**src/rtl/radix4_operand_serializer.sv**
```systemverilog
// Booth-recodes an operand pair into radix-4 signed digits and streams them MSD-first
// to the online multiplier, followed by zero-digit padding and frame markers.
module radix4_operand_serializer #(
    parameter int unsigned no_of_digits = 4,
    parameter int unsigned radix_bits   = 3,
    parameter int unsigned delta        = 2
) (
    input  logic                        clk,
    input  logic                        reset,
    input  logic                        in_valid,
    output logic                        in_ready,
    input  logic [2*no_of_digits-1:0]   x_in,
    input  logic [2*no_of_digits-1:0]   y_in,
    input  logic                        full_in,
    output logic [radix_bits-1:0]       xout,
    output logic [radix_bits-1:0]       yout,
    output logic                        digit_valid,
    output logic                        frame_first,
    output logic                        frame_last,
    output logic                        mult_reset,
    output logic                        full_result_sel
);

    localparam int unsigned W = 2 * no_of_digits;
    // Counter preloads hold (cycles remaining - 1) so the count ends on zero.
    localparam logic [5:0] SEND_LAST = 6'(no_of_digits - 1);
    localparam logic [5:0] PAD_SHORT = 6'(delta);
    localparam logic [5:0] PAD_FULL  = 6'(no_of_digits + delta);

    typedef enum logic [1:0] {
        IDLE,
        CLEAR,
        SEND,
        FLUSH
    } state_t;

    state_t                  state_q;
    logic [W-1:0]            x_q;
    logic [W-1:0]            y_q;
    logic [5:0]              cnt_q;
    logic                    in_ready_q;
    logic [radix_bits-1:0]   xout_q;
    logic [radix_bits-1:0]   yout_q;
    logic                    digit_valid_q;
    logic                    frame_first_q;
    logic                    frame_last_q;
    logic                    mult_reset_q;
    logic                    full_result_sel_q;

    logic [radix_bits-1:0]   xdig_d;
    logic [radix_bits-1:0]   ydig_d;
    logic [5:0]              pad_d;

    // Triplet {b[2i+1], b[2i], b[2i-1]} -> digit -2*b[2i+1] + b[2i] + b[2i-1], sign-extended.
    function automatic logic [radix_bits-1:0] booth(input logic [2:0] t);
        logic signed [2:0] d;
        case (t)
            3'b000, 3'b111: d = 3'sd0;
            3'b001, 3'b010: d = 3'sd1;
            3'b011:         d = 3'sd2;
            3'b100:         d = -3'sd2;
            default:        d = -3'sd1;
        endcase
        return radix_bits'(d);
    endfunction

    // Operands shift left two bits per digit, so the current triplet is always the top
    // three bits; the zeros shifted in supply b[-1] for the last digit.
    always_comb begin
        xdig_d = booth(x_q[W-1 -: 3]);
        ydig_d = booth(y_q[W-1 -: 3]);
        pad_d  = full_result_sel_q ? PAD_FULL : PAD_SHORT;
    end

    always_ff @(posedge clk) begin
        if (reset) begin
            state_q           <= IDLE;
            x_q               <= '0;
            y_q               <= '0;
            cnt_q             <= '0;
            in_ready_q        <= 1'b0;
            xout_q            <= '0;
            yout_q            <= '0;
            digit_valid_q     <= 1'b0;
            frame_first_q     <= 1'b0;
            frame_last_q      <= 1'b0;
            mult_reset_q      <= 1'b1;
            full_result_sel_q <= 1'b0;
        end else begin
            frame_first_q <= 1'b0;
            frame_last_q  <= 1'b0;
            mult_reset_q  <= 1'b0;
            case (state_q)
                IDLE: begin
                    digit_valid_q <= 1'b0;
                    xout_q        <= '0;
                    yout_q        <= '0;
                    if (in_valid && in_ready_q) begin
                        x_q               <= x_in;
                        y_q               <= y_in;
                        full_result_sel_q <= full_in;
                        in_ready_q        <= 1'b0;
                        mult_reset_q      <= 1'b1;
                        state_q           <= CLEAR;
                    end else begin
                        in_ready_q <= 1'b1;
                    end
                end
                CLEAR: begin
                    xout_q        <= xdig_d;
                    yout_q        <= ydig_d;
                    digit_valid_q <= 1'b1;
                    frame_first_q <= 1'b1;
                    x_q           <= x_q << 2;
                    y_q           <= y_q << 2;
                    cnt_q         <= SEND_LAST;
                    state_q       <= SEND;
                end
                SEND: begin
                    if (cnt_q != 6'd0) begin
                        xout_q <= xdig_d;
                        yout_q <= ydig_d;
                        x_q    <= x_q << 2;
                        y_q    <= y_q << 2;
                        cnt_q  <= cnt_q - 6'd1;
                    end else begin
                        xout_q       <= '0;
                        yout_q       <= '0;
                        cnt_q        <= pad_d;
                        frame_last_q <= (pad_d == 6'd0);
                        state_q      <= FLUSH;
                    end
                end
                FLUSH: begin
                    if (cnt_q != 6'd0) begin
                        cnt_q        <= cnt_q - 6'd1;
                        frame_last_q <= (cnt_q == 6'd1);
                    end else begin
                        digit_valid_q <= 1'b0;
                        in_ready_q    <= 1'b1;
                        state_q       <= IDLE;
                    end
                end
                default: state_q <= IDLE;
            endcase
        end
    end

    assign in_ready        = in_ready_q;
    assign xout            = xout_q;
    assign yout            = yout_q;
    assign digit_valid     = digit_valid_q;
    assign frame_first     = frame_first_q;
    assign frame_last      = frame_last_q;
    assign mult_reset      = mult_reset_q;
    assign full_result_sel = full_result_sel_q;

endmodule

```
**config.mk**
```make
export PLATFORM = sky130hd
export DESIGN_NAME = radix4_operand_serializer
export DESIGN_NICKNAME = d
export VERILOG_FILES = /design/src/rtl/radix4_operand_serializer.sv
export SDC_FILE = /design/constraint.sdc
export NUM_CORES = 1
export LEC_CHECK = 0
export CORE_UTILIZATION = 56
export CTS_CLUSTER_DIAMETER = 30
export DETAILED_ROUTE_END_ITERATION = 6
export HOLD_SLACK_MARGIN = 0.15
export PLACE_DENSITY = 0.91
export REMOVE_ABC_BUFFERS = 1
export SLEW_MARGIN = 20
export SYNTH_ARGS = -nofsm -noshare
export SYNTH_HDL_FRONTEND = slang
export SYNTH_SLANG_ARGS = --single-unit
```
**constraint.sdc**
```tcl
create_clock -name clk -period 5 [get_ports clk]
set_input_delay 1 -clock clk [delete_from_list [all_inputs] [get_ports clk]]
set_output_delay 1 -clock clk [all_outputs]
set_load 0.005 [all_outputs]
```
==> results.sh, run 1 <==
export IMPL_hold_class="reg -> reg"
export IMPL_drtAntennaViolNets=0
export IMPL_post_place_ws_ns=1.67
export IMPL_fp_row_count=20
export IMPL_grt_first_pass_wirelength_mm=6.45
export IMPL_core_um2=3080
export IMPL_peakVddDrop_v=0.000311
export IMPL_area_growth_pct=21.3
export IMPL_drive_gt1_frac=0.152
export IMPL_fin_setup_tns_ns=0
export IMPL_crit_arrival_ns=2.92
export IMPL_min_from="y_q[1]$_SDFFE_PP0P_"
export IMPL_finalSetupViolCount=0
export IMPL_antenna_found_initial=0
export IMPL_yosys_warnings=0
export IMPL_wire_per_inst_um=15.0
export IMPL_clk_latency_ns=0.34
export IMPL_wirelength_mm=3.91
export IMPL_cellPowerDensity_nw_per_um2=660
export IMPL_start_kind="primary input"
export IMPL_ys_seq_area_frac=0.394
export IMPL_cts_setup_buffers=0
export IMPL_port_buffers=31
export IMPL_rrSetupSlack_ns=2.57
export IMPL_hold_slack_ns=0.486
export IMPL_worst_setup_path_end_kind="flop"
export IMPL_numClockSinks=36
export IMPL_grt_max_degree=33
export IMPL_outcome="finished clean"
export IMPL_htree_levels=2
export IMPL_final_fill_count=239
export IMPL_drcViolationCount=0
export IMPL_synth_edf_count=0
export IMPL_final_util=0.721
export IMPL_cp_required_ns=5.27
export IMPL_synth_area_um2=1830
export IMPL_track_usage=0.248
export IMPL_slew_viol_final=0
export IMPL_via_per_inst=5.79
export IMPL_antenna_cells=0
export IMPL_finalCritPeriodShare=0.530
export IMPL_grt_ovfl_total=0
export IMPL_cts_tree="yes"
export IMPL_postCtsHoldBufs=0
export IMPL_ff2ff_path_depth=8
export IMPL_slew_headroom=0.484
export IMPL_gp_congestion=0.798
export IMPL_post_cts_resized_instances=0
export IMPL_maxCapViolCount=0
export IMPL_ys_types=43
export IMPL_synthFlopType="dfxtp_1"
export IMPL_cts_root_buf="clkbuf_4"
export IMPL_synth_cells=187
export IMPL_fin_ws_ns=2.35
export IMPL_slowest_stage="a311oi_4"
export IMPL_clk_pin_slew_ns=0.10
export IMPL_cp_max_fo=16
export IMPL_ios=32
export IMPL_fmax_mhz=378
export IMPL_hold_violations=0
export IMPL_r2r_start="state_q[0]$_SDFFE_PP0P_"
export IMPL_die_w_um=59.2
export IMPL_fin_crit_ns=2.65
export IMPL_grt_pass1_vias=1553
export IMPL_vias=1511
export IMPL_cp_cell_sequence="clkdlybuf4s50_1 > a21boi_0 > a311oi_4 > buf_8 > buf_4 > nor2_1 > a211oi_2"
export IMPL_whs_endpoint="y_q[1]$_SDFFE_PP0P_"
export IMPL_start_util=0.595
export IMPL_worst_r2r_endpoint="y_q[3]$_SDFFE_PP0P_"
export IMPL_dp_final_hpwl_mm=2.78
export IMPL_first_pass_iters=4
export IMPL_cts_made_buffers=5
export IMPL_power_leakage_nw=0.799
export IMPL_syn_avg_cell_area_um2=9.79
export IMPL_cts_buffer_depth=2
export IMPL_fp_dieH_um=59.2
export IMPL_async_flop_share=0
export IMPL_dieArea_um2=3500
export IMPL_rsz0062_at_grt="no"
export IMPL_synth_seq_cells=36
export IMPL_worstMarginPinSlew_ns=0.774
export IMPL_path_class="in -> reg"
export IMPL_slowest_delay_ns=0.65
export IMPL_nets=244
export IMPL_min_path_cells=2
export IMPL_skew_ns=0.00533
export IMPL_first_iter_violations=70
## layout by cell type (no fill, tap or decap), drive strengths merged, types with 2 or more instances in the layout
master	synthesis	final
nand3b	5	5
buf	7	4
nand3	2	2
a21oi	10	10
nor2b	2	2
nand2b	6	6
clkbuf	5	6
xor2	2	2
o31ai	2	2
nor3	4	4
ha	7	7
a211oi	13	13
a31oi	3	3
mux2i	15	15
inv	7	7
a21boi	2	2
a22oi	4	4
dfxtp	36	36
xnor2	2	2
a32oi	2	2
nand2	7	7
o21ai	3	3
nor2	28	28
clkdlybuf4s50	0	31
## power by group
part           internal (mW)  total, mW  leakage [nW]  switching [mW]
Combinational          0.372      0.822         0.475           0.449
Clock                 0.0518      0.145        0.0281          0.0935
Sequential             0.394      0.498         0.295           0.104
## cell families (layout without fill, tap and decap cells)
| family | count (synthesis) | after routing | share of synthesized area |
|---|---|---|---|
| buf+inv | 19 | 49 | 0.0472 |
| flops | 36 | 36 | 0.394 |
| simple gates | 59 | 59 | 0.172 |
| xor+xnor | 4 | 4 | 0.0191 |
| compound gates | 46 | 46 | 0.232 |
| mux | 16 | 16 | 0.0882 |
| fa+ha+maj | 7 | 7 | 0.0478 |
## metrics by stage
step	cell area [um2]	std cells	total power, mW
finish	2220	261	1.47
global placement	2160	253	1.24
CTS	2200	260	1.45
floorplan	1770	175	1.10
global route	2220	261	1.57
detailed placement	2160	253	1.30
## per-layer routing
layer	wire length, um	part of all wire	global-route usage
met1	1560	0.40	0.253
met2	2040	0.52	0.448
met3	191	0.049	0.0764
met4	120	0.031	0.139
met5	0	0	0
## Yosys cell counts (all sizes together) (5+ instances only)
cell type	count	area, um2
a211oi	13	163
a21oi	10	57.6
buf	7	41.3
clkbuf	5	18.8
dfxtp	36	721
ha	7	87.6
inv	7	26.3
mux2i	15	150
nand2	7	26.3
nand2b	6	52.6
nand3b	5	37.5
nor2	28	105
## area by class of cell
class / instances / area [um2] / area share
clock buffers: 6 / 41.3 / 0.0186
clock inverters: 1 / 5.00 / 0.00225
inverters: 7 / 26.3 / 0.0118
multi-input cells: 132 / 1020 / 0.461
flip-flops and latches: 36 / 721 / 0.325
well taps: 44 / 55.1 / 0.0248
repair buffers: 35 / 348 / 0.157
## state kept, by name, summed over array words and instances (netlist names), 2 cells and up
name,flops
y_q,8
state_q,2
yout,3
xout,3
cnt_q,6
x_q,8
## worst max path at each step
| stage | slack, ns | endpoint | from |
|---|---|---|---|
| 2_1_floorplan | 2.42 | x_q[0]$_SDFFE_PP0P_ | in_valid |
| 3_3_place_gp | 1.80 | x_q[4]$_SDFFE_PP0P_ | in_valid |
| 3_5_place_dp | 1.67 | x_q[4]$_SDFFE_PP0P_ | in_valid |
| 4_1_cts | 2.02 | x_q[4]$_SDFFE_PP0P_ | in_valid |
| 5_1_grt | 2.29 | y_q[3]$_SDFFE_PP0P_ | in_valid |
| 6_report | 2.35 | y_q[3]$_SDFFE_PP0P_ | in_valid |
## critical path: cells and delay by family
family	cells	cell delay [ns]
AO/OA/AOI/OAI	3	0.99
buffers and inverters	3	0.87
AND/OR/NAND/NOR	1	0.05
Power figures use the tool's default switching activity.
==> inputs of run 2 (changes only) <==
- CORE_UTILIZATION: 56 -> 47
- PLACE_DENSITY: 0.91 -> 0.82
- clock period: 5 -> 2.2 ns (I/O delays scaled with it)
==> results.sh, run 2 (same netlist as run 1, synthesis figures left out) <==
export IMPL_skew_ns=0.00522
export IMPL_area_growth_pct=25.8
export IMPL_start_util=0.496
export IMPL_final_util=0.624
export IMPL_clk_pin_slew_ns=0.06
export IMPL_grt_ovfl_total=0
export IMPL_worst_r2r_endpoint="x_q[7]$_SDFFE_PP0P_"
export IMPL_dp_final_hpwl_mm=2.50
export IMPL_first_pass_iters=4
export IMPL_first_iter_violations=93
export IMPL_top_regs="x_q: 8 flops, y_q: 8 flops, cnt_q: 6 flops"
export IMPL_grt_util_met2=0.332
export IMPL_postCtsHoldBufs=0
export IMPL_antenna_cells=0
export IMPL_top_usage_layer="met2"
export IMPL_grt_pass1_vias=1404
export IMPL_wirelength_mm=3.53
export IMPL_path_class="reg -> reg"
export IMPL_grt_met3_usage=0.0589
export IMPL_core_um2=3690
export IMPL_fp_row_count=22
export IMPL_drtAntennaViolNets=0
export IMPL_post_cts_resized_instances=0
export IMPL_power_mw=3.49
export IMPL_clk_latency_ns=0.29
export IMPL_whs_endpoint="y_q[0]$_SDFFE_PP0P_"
export IMPL_antenna_found_initial=0
export IMPL_die_w_um=64.4
export IMPL_cts_buffer_depth=2
export IMPL_min_from="y_q[0]$_SDFFE_PP0P_"
export IMPL_cp_max_fo=32
export IMPL_hold_slack_ns=0.472
export IMPL_final_fill_count=318
export IMPL_fp_dieH_um=64.4
export IMPL_slew_headroom=0.529
export IMPL_cp_required_ns=2.41
export IMPL_fin_crit_ns=1.82
export IMPL_ios=32
export IMPL_drive_gt1_frac=0.168
export IMPL_cellPowerDensity_nw_per_um2=1520
export IMPL_fmax_mhz=550
export IMPL_min_path_cells=2
export IMPL_via_per_inst=5.33
export IMPL_vias=1428
export IMPL_worstMarginPinSlew_ns=0.706
export IMPL_start_kind="flop"
export IMPL_cts_made_buffers=5
export IMPL_dieArea_um2=4150
export IMPL_fin_area_um2=2300
export IMPL_nets=247
export IMPL_crit_arrival_ns=2.02
export IMPL_cts_tree="yes"
export IMPL_port_buffers=31
export IMPL_layout_commonest_cell="dfxtp_1"
export IMPL_worst_setup_path_end_kind="flop"
export IMPL_cts_root_buf="clkbuf_8"
export IMPL_mostFrequentLayoutCells="36 x dfxtp_1, 31 x clkdlybuf4s50_1, 28 x nor2_1"
export IMPL_hold_class="reg -> reg"
export IMPL_htree_levels=2
export IMPL_gp_congestion=0.767
export IMPL_cts_setup_buffers=0
export IMPL_finalSetupViolCount=0
export IMPL_outcome="finished clean"
export IMPL_grt_max_degree=33
export IMPL_drcViolationCount=0
export IMPL_dpl_cell_area_um2=2210
export IMPL_rrSetupSlack_ns=0.38
export IMPL_fin_setup_tns_ns=0
export IMPL_slew_viol_final=0
export IMPL_track_usage=0.193
export IMPL_maxCapViolCount=0
export IMPL_finalCritPeriodShare=0.827
export IMPL_peakVddDrop_v=0.000593
export IMPL_grtUsageMet1=0.227
export IMPL_rsz0062_at_grt="no"
export IMPL_ff2ff_path_depth=7
export IMPL_r2r_start="state_q[0]$_SDFFE_PP0P_"
export IMPL_wire_per_inst_um=13.2
export IMPL_power_leakage_nw=0.836
export IMPL_hold_violations=0
export IMPL_grt_first_pass_wirelength_mm=6.15
export IMPL_numClockSinks=36
-- run 2: cell types whose count changed in the layout (fill, tap and decap cells not counted), sizes merged --
cell    previous run  this run
clkinv             1         0
clkbuf             6         7
buf                4         7
-- run 2: power breakdown --
part | internal [mW] | leakage [nW] | total, mW | switching (mW)
clock network | 0.279 | 0.0503 | 0.503 | 0.224
logic | 0.876 | 0.490 | 1.87 | 0.993
registers | 0.897 | 0.295 | 1.12 | 0.219
-- run 2: worst max-delay path by stage --
stage | start | to | slack (ns) | depth (start not counted)
detailed placement | in_valid | x_q[5]$_SDFFE_PP0P_ | 0.20 | 6
CTS | cnt_q[0]$_SDFFE_PP0P_ | yout[2]$_SDFFE_PP0N_ | 0.39 | 6
global route | cnt_q[0]$_SDFFE_PP0P_ | xout[2]$_SDFFE_PP0N_ | 0.25 | 6
global placement | in_valid | y_q[3]$_SDFFE_PP0P_ | 0.23 | 6
finish | state_q[0]$_SDFFE_PP0P_ | x_q[7]$_SDFFE_PP0P_ | 0.38 | 7
floorplan | state_q[0]$_SDFFE_PP0P_ | x_q[0]$_SDFFE_PP0P_ | -0.16 | 6
-- run 2: routing by layer --
metal	up-vias	wire [um]
li1	730	-
met1	666	1670
met4	0	36
met2	29	1700
met3	3	131
met5	-	0
-- run 2: final cells by class --
cell class	instances	area [um2]	area share
Clock buffer	7	96.3	0.0418
Timing Repair Buffer	38	375	0.163
Inverter	7	26.3	0.0114
Tap cell	48	60.1	0.0261
Sequential cell	36	721	0.313
Multi-Input combinational cell	132	1020	0.445
-- run 2: through the flow --
stage	setup slack, ns	std cells
floorplan	-0.159	175
global placement	0.227	261
detailed placement	0.196	261
CTS	0.386	268
global route	0.248	268
finish	0.381	268
-- run 2: critical path: stages, from the launching register on --
cell and delay (ns):
dfxtp_1 0.37, inv_1 0.11, ha_1 0.23, a21boi_0 0.17, a311oi_4 0.35, buf_12 0.23
nor2_1 0.07, a211oi_2 0.19
